==> src/rtl/matrix_core_if.sv <==
// Request/result bundle for the point-transform core: a single-entry
// request handshake on the way in and a two-beat (x' then y') result
// stream on the way out.
interface matrix_core_if #(
  parameter int DATA_WIDTH = 8
);

  logic                         req_valid;
  logic                         req_ready;
  logic signed [DATA_WIDTH-1:0] x_in;
  logic signed [DATA_WIDTH-1:0] y_in;
  logic [1:0]                   transform_type;
  logic signed [DATA_WIDTH-1:0] param1;
  logic signed [DATA_WIDTH-1:0] param2;
  logic [2*DATA_WIDTH-1:0]      matrix_result;
  logic                         matrix_valid;
  logic                         sat_flag;
  logic                         busy;

  // Requester side: issues points and parameters, observes result beats.
  modport master (
    output req_valid, x_in, y_in, transform_type, param1, param2,
    input  req_ready, matrix_result, matrix_valid, sat_flag, busy
  );

  // Core side: accepts requests, produces result beats.
  modport slave (
    input  req_valid, x_in, y_in, transform_type, param1, param2,
    output req_ready, matrix_result, matrix_valid, sat_flag, busy
  );

endinterface

==> src/rtl/matrix_core.sv <==
// 2-D point transform core (rotate / scale / translate / shear).
// A request is latched on acceptance, then four CALC cycles feed one shared
// signed multiplier (p1*x, p2*y, p2*x, p1*y), then x' and y' are emitted as
// two saturated, sign-extended beats. Every transform type uses the same
// fixed 6-cycle schedule, so the result latency never depends on the type.
module matrix_core #(
  parameter int DATA_WIDTH = 8,
  parameter int FRAC_BITS  = 6
) (
  input  logic           clk,
  input  logic           rst,
  matrix_core_if.slave   bus
);

  localparam int W  = DATA_WIDTH;
  localparam int PW = 2 * DATA_WIDTH;
  localparam int EW = 2 * DATA_WIDTH + 2;

  // Clipping bounds held at the wide internal width so every transform can
  // be compared against them without further casting.
  localparam logic signed [EW-1:0] SAT_MAX = {{(EW-W+1){1'b0}}, {(W-1){1'b1}}};
  localparam logic signed [EW-1:0] SAT_MIN = {{(EW-W+1){1'b1}}, {(W-1){1'b0}}};

  typedef enum logic [1:0] {
    IDLE  = 2'd0,
    CALC  = 2'd1,
    OUT_X = 2'd2,
    OUT_Y = 2'd3
  } state_t;

  typedef enum logic [1:0] {
    T_ROTATE    = 2'b00,
    T_SCALE     = 2'b01,
    T_TRANSLATE = 2'b10,
    T_SHEAR     = 2'b11
  } xform_t;

  state_t               state_q;
  logic [1:0]           cnt_q;
  xform_t               type_q;
  logic signed [W-1:0]  x_q;
  logic signed [W-1:0]  y_q;
  logic signed [W-1:0]  p1_q;
  logic signed [W-1:0]  p2_q;
  logic signed [PW-1:0] prod0_q;
  logic signed [PW-1:0] prod1_q;
  logic signed [PW-1:0] prod2_q;
  logic signed [PW-1:0] prod3_q;

  logic                 ready_q;
  logic                 busy_q;
  logic                 valid_q;
  logic                 sat_q;
  logic [PW-1:0]        result_q;

  logic signed [W-1:0]  mul_a;
  logic signed [W-1:0]  mul_b;
  logic signed [PW-1:0] mul_p;
  logic signed [PW-1:0] prod3_eff;

  logic signed [EW-1:0] rot_x_sum;
  logic signed [EW-1:0] rot_y_sum;
  logic signed [EW-1:0] x_wide;
  logic signed [EW-1:0] y_wide;
  logic [W:0]           x_sat;
  logic [W:0]           y_sat;

  // Clip a wide result into the signed DATA_WIDTH range; the MSB of the
  // return value reports whether clipping happened.
  function automatic logic [W:0] saturate(input logic signed [EW-1:0] v);
    logic [W:0] r;
    if (v > SAT_MAX) begin
      r = {1'b1, SAT_MAX[W-1:0]};
    end else if (v < SAT_MIN) begin
      r = {1'b1, SAT_MIN[W-1:0]};
    end else begin
      r = {1'b0, v[W-1:0]};
    end
    return r;
  endfunction

  // Operand select for the single shared multiplier, one product per CALC cycle.
  always_comb begin
    mul_a = p1_q;
    mul_b = x_q;
    unique case (cnt_q)
      2'd0: begin mul_a = p1_q; mul_b = x_q; end
      2'd1: begin mul_a = p2_q; mul_b = y_q; end
      2'd2: begin mul_a = p2_q; mul_b = x_q; end
      2'd3: begin mul_a = p1_q; mul_b = y_q; end
      default: begin mul_a = p1_q; mul_b = x_q; end
    endcase
  end

  assign mul_p = PW'(mul_a) * PW'(mul_b);

  // x' is registered on the last CALC edge, the same edge that stores p1*y,
  // so shear's x' takes that product straight from the multiplier.
  assign prod3_eff = (state_q == CALC && cnt_q == 2'd3) ? mul_p : prod3_q;

  assign rot_x_sum = EW'(prod0_q) - EW'(prod1_q);
  assign rot_y_sum = EW'(prod2_q) + EW'(prod3_q);

  // Per-type result arithmetic at full width, ahead of saturation.
  always_comb begin
    x_wide = '0;
    y_wide = '0;
    unique case (type_q)
      T_ROTATE: begin
        x_wide = rot_x_sum >>> FRAC_BITS;
        y_wide = rot_y_sum >>> FRAC_BITS;
      end
      T_SCALE: begin
        x_wide = EW'(prod0_q);
        y_wide = EW'(prod1_q);
      end
      T_TRANSLATE: begin
        x_wide = EW'(x_q) + EW'(p1_q);
        y_wide = EW'(y_q) + EW'(p2_q);
      end
      T_SHEAR: begin
        x_wide = EW'(x_q) + EW'(prod3_eff);
        y_wide = EW'(y_q) + EW'(prod2_q);
      end
      default: begin
        x_wide = '0;
        y_wide = '0;
      end
    endcase
  end

  assign x_sat = saturate(x_wide);
  assign y_sat = saturate(y_wide);

  // Sequencer: latch request, run four multiply cycles, emit x' then y'.
  always_ff @(posedge clk or posedge rst) begin
    if (rst) begin
      state_q  <= IDLE;
      cnt_q    <= 2'd0;
      type_q   <= T_ROTATE;
      x_q      <= '0;
      y_q      <= '0;
      p1_q     <= '0;
      p2_q     <= '0;
      prod0_q  <= '0;
      prod1_q  <= '0;
      prod2_q  <= '0;
      prod3_q  <= '0;
      ready_q  <= 1'b1;
      busy_q   <= 1'b0;
      valid_q  <= 1'b0;
      sat_q    <= 1'b0;
      result_q <= '0;
    end else begin
      unique case (state_q)
        IDLE: begin
          valid_q  <= 1'b0;
          sat_q    <= 1'b0;
          result_q <= '0;
          if (bus.req_valid) begin
            x_q     <= bus.x_in;
            y_q     <= bus.y_in;
            p1_q    <= bus.param1;
            p2_q    <= bus.param2;
            type_q  <= xform_t'(bus.transform_type);
            cnt_q   <= 2'd0;
            ready_q <= 1'b0;
            busy_q  <= 1'b1;
            state_q <= CALC;
          end
        end
        CALC: begin
          unique case (cnt_q)
            2'd0: prod0_q <= mul_p;
            2'd1: prod1_q <= mul_p;
            2'd2: prod2_q <= mul_p;
            2'd3: prod3_q <= mul_p;
            default: prod0_q <= mul_p;
          endcase
          cnt_q <= cnt_q + 2'd1;
          if (cnt_q == 2'd3) begin
            state_q  <= OUT_X;
            valid_q  <= 1'b1;
            sat_q    <= x_sat[W];
            result_q <= {{W{x_sat[W-1]}}, x_sat[W-1:0]};
          end
        end
        OUT_X: begin
          state_q  <= OUT_Y;
          valid_q  <= 1'b1;
          sat_q    <= y_sat[W];
          result_q <= {{W{y_sat[W-1]}}, y_sat[W-1:0]};
        end
        OUT_Y: begin
          state_q  <= IDLE;
          valid_q  <= 1'b0;
          sat_q    <= 1'b0;
          result_q <= '0;
          ready_q  <= 1'b1;
          busy_q   <= 1'b0;
        end
        default: begin
          state_q <= IDLE;
          ready_q <= 1'b1;
          busy_q  <= 1'b0;
        end
      endcase
    end
  end

  assign bus.req_ready     = ready_q;
  assign bus.busy          = busy_q;
  assign bus.matrix_valid  = valid_q;
  assign bus.sat_flag      = sat_q;
  assign bus.matrix_result = result_q;

endmodule
==> src/flat_wrapper.sv <==
// flat-port wrapper written by rule: the top's interface ports become plain ports
module matrix_core_flat 
#(
  parameter int DATA_WIDTH = 8,
  parameter int FRAC_BITS  = 6
)
  (clk, rst, bus_req_valid, bus_x_in, bus_y_in, bus_transform_type, bus_param1, bus_param2, bus_req_ready, bus_matrix_result, bus_matrix_valid, bus_sat_flag, bus_busy);
  matrix_core_if #(.DATA_WIDTH(DATA_WIDTH)) bus_i ();
  input  logic clk;
  input  logic rst;
  input wire logic [$bits(bus_i.req_valid)-1:0] bus_req_valid;
  input wire logic [$bits(bus_i.x_in)-1:0] bus_x_in;
  input wire logic [$bits(bus_i.y_in)-1:0] bus_y_in;
  input wire logic [$bits(bus_i.transform_type)-1:0] bus_transform_type;
  input wire logic [$bits(bus_i.param1)-1:0] bus_param1;
  input wire logic [$bits(bus_i.param2)-1:0] bus_param2;
  output wire logic [$bits(bus_i.req_ready)-1:0] bus_req_ready;
  output wire logic [$bits(bus_i.matrix_result)-1:0] bus_matrix_result;
  output wire logic [$bits(bus_i.matrix_valid)-1:0] bus_matrix_valid;
  output wire logic [$bits(bus_i.sat_flag)-1:0] bus_sat_flag;
  output wire logic [$bits(bus_i.busy)-1:0] bus_busy;
  assign bus_i.req_valid = bus_req_valid;
  assign bus_i.x_in = bus_x_in;
  assign bus_i.y_in = bus_y_in;
  assign bus_i.transform_type = bus_transform_type;
  assign bus_i.param1 = bus_param1;
  assign bus_i.param2 = bus_param2;
  assign bus_req_ready = bus_i.req_ready;
  assign bus_matrix_result = bus_i.matrix_result;
  assign bus_matrix_valid = bus_i.matrix_valid;
  assign bus_sat_flag = bus_i.sat_flag;
  assign bus_busy = bus_i.busy;
  matrix_core #(.DATA_WIDTH(DATA_WIDTH), .FRAC_BITS(FRAC_BITS)) u_core (.clk(clk), .rst(rst), .bus(bus_i));
endmodule
==> config.mk <==
export PLATFORM = sky130hd
export DESIGN_NAME = matrix_core_flat
export DESIGN_NICKNAME = d
export VERILOG_FILES = /design/src/rtl/matrix_core_if.sv /design/src/rtl/matrix_core.sv /design/src/flat_wrapper.sv
export SDC_FILE = /design/constraint.sdc
export NUM_CORES = 1
export LEC_CHECK = 0
export ABC_AREA = 1
export BUFFER_PORTS_ARGS = -buffer_cell sky130_fd_sc_hd__buf_2
export CORE_MARGIN = 2
export CORE_UTILIZATION = 64
export DETAILED_ROUTE_END_ITERATION = 6
export PLACE_DENSITY_LB_ADDON = 0.05
export SYNTH_ARGS = -nofsm -noshare
export SYNTH_HDL_FRONTEND = slang
export SYNTH_SLANG_ARGS = --single-unit
export TNS_END_PERCENT = 1
==> constraint.sdc <==
create_clock -name clk -period 8.4 [get_ports clk]
set_clock_uncertainty 0.05 [all_clocks]
set_input_delay 0.42 -clock clk [delete_from_list [all_inputs] [get_ports clk]]
set_output_delay 0.42 -clock clk [all_outputs]
set_load 0.02 [all_outputs]
==> metrics <==
dpl ws=280.3 ps; Final Hold Fails=0; critical path class=reg2reg; sequential share of the synthesized area=22.79%; remaining global-route overflow=0; mean area per synthesized cell=6.633 sq um; Max Freq=127.2 MHz; Yosys top cell by area=dfrtp_1; worst slew pin tran=1104 ps; initial antenna violation count=0; Adder-Cell Fraction of Synth Area=21.12%; Worst Path Buf+Inv=5; commonest non-fill, non-tap cell in the layout=nand2_1; TNS Setup=0 ps; RSZ-0062 raised after global routing=no; share of layout cells above drive strength 1=8.320%; largest family of logic cells by synthesized area=simple AND/OR/NAND/NOR gates; number of remaining DRC errors=0; Iter 0 DRT Violations=1152; Placer Congestion=0.9555; Initial Util=64.77%; most frequent CP cell=nand2_1; worst-skew pair later-pin latency=430 ps; Final period util=93.63%; Seq. cell area=2855 sq um; delay of the slowest critical-path stage=760 ps; syn nets=2101; CTS tree=done; Worst Path Required=8720 ps; # IOs=57; slowest CP cell=o21ai_0; Cell Rows=51; largest net degree at the start of global routing=63; diode count=0; CP Launch Type=flip-flop; Final Slew Violations=0; Root Driver=clkbuf_16; fin cells=2212; gr usage total=38.10%; vias per inst=5.616; die width=143.9 microns; DPL Wire Length=30.54 mm; area growth from synthesis to layout=8.772%; PostCTS Resize Cnt=0; clock sink total=114; Antenna Nets Post-Route=0; full die area=20700 sq um; Synth Warn #=0; Slew headroom=26.20%; Worst setup EP type=flip-flop; drt first pass iters=6; Max Cap Viol=0; clock-pin slew on the worst setup and hold paths=60 ps; WL/cell=17.36 microns; Synth area leaders=dfrtp_1 (23%), nand2_1 (18%), ha_1 (12%); final setup fails=0; vias=12.42k; via count of the first global-routing pass=11.35k; Simple-Gate Fraction of Synth Area=31.91%; die height=143.9 microns; clock tree buffer depth=2; Worst Path Max Fanout=6; core area=19330 sq um; fin crit period=7865 ps; Synth Area in Compound Gates=11.77%; CTS buffer count=17; Final Core Density=70.45%; Gate Count Post-Synth=1888; fraction of synthesized area in multiplexers=0.1599%; mapped cell area=12520 sq um; hold_buf cts=0; final setup margin=535.3 ps; Synth top area share=22.58%; global-route wire length before repair=59.95 mm; worst min-delay path class=in2async; Synth cell types=45; Port Buf Inserts=56; Placed Cells=2180; H-Tree Depth=4; CP delay by family, top=adder cells; most frequent cells in the layout=nand2_1 (604), inv_1 (303), nor2_1 (163), o21ai_0 (148), ha_1 (116); Routed WL=38.41 mm; Multi-input gate area=8323 sq um; fillers=1707; Synth Register Bits=114; Setup Fix Bufs, Post-CTS=0; nets@finish=2147; arrival time worst endpoint=8190 ps; status=finished, final reports clean; Post-Synth XOR/XNOR Area=1.399%
[Yosys cell counts, drive strengths merged]
cell type and number:
a211oi 1, a21boi 1, a21o 4, a21oi 85, a221oi 3, a31oi 5
a32o 3, and2 6, and3 1, buf 13, clkbuf 27, dfrtp 113
dfstp 1, fa 59, ha 117, inv 311, mux2i 2, nand2 622
nand3 118, nand3b 8, nand4 8, nor2 173, nor3 11, o2111ai 2
o211ai 2, o21a 2, o21ai 151, o21bai 11, or2 8, xnor2 9
xor2 11
[flip-flops by register name, indices dropped and copies added (netlist names), 16 cells and up]
register,cells
u_core.prod0_q,16
u_core.prod1_q,16
u_core.prod2_q,16
u_core.prod3_q,16
[per-stage QoR]
stage	area [sq um]	hold WS [ps]
5_1_grt	13620	138.0
2_1_floorplan	12520	403.0
6_report	13620	102.2
4_1_cts	13610	122.8
3_3_place_gp	13030	412.7
3_5_place_dp	13030	425.1
[logic make-up after synthesis]
| family | count (synthesis) |
|---|---|
| flops | 114 |
| buf+inv | 351 |
| simple gates | 955 |
| fa+ha+maj | 176 |
| xor+xnor | 20 |
| mux | 2 |
| compound gates | 270 |
[final timing paths]
check / start / end / slack [ps] / cells after the start
min in group clk: bus_param2[6] / u_core.p2_q[6] / 130 / 3
max reg2reg: u_core.cnt_q[1] / u_core.bus.matrix_result[6] / 540 / 43
max in group asynchronous: rst / u_core.prod2_q[9] / 6970 / 3
min: rst / u_core.p1_q[3] / 100 / 2
min reg2reg: u_core.prod1_q[1] / u_core.prod1_q[1] / 440 / 2
max: u_core.cnt_q[1] / u_core.bus.matrix_result[6] / 540 / 43
[per-layer routing]
layer  part of all wire, %  vias to the layer above  track usage [%]
met5                     0                        -                0
met4                   4.7                        0            16.10
met3                   7.8                      125            6.165
met2                    44                      547            59.45
met1                    43                     5720            52.68
li1                      -                     6030                -
[final cells by class]
cell class | count | share of cell area, %
multi-input combinational | 1423 | 61.10
sequential | 114 | 20.96
inverter | 311 | 8.588
clock buffer | 17 | 3.123
timing repair buffer | 67 | 2.664
tap | 265 | 2.434
clock inverter | 15 | 1.130
[worst register-to-register path: cells and delay by family, from the launching register on]
kind / cells / cell delay, ps
flops: 1 / 400
buf+inv: 5 / 350
compound gates: 6 / 1670
fa+ha+maj: 7 / 2990
simple gates: 25 / 2350
Power is not shown: default switching activity piles up to over one toggle a cycle in this logic, so the estimate is an artifact.
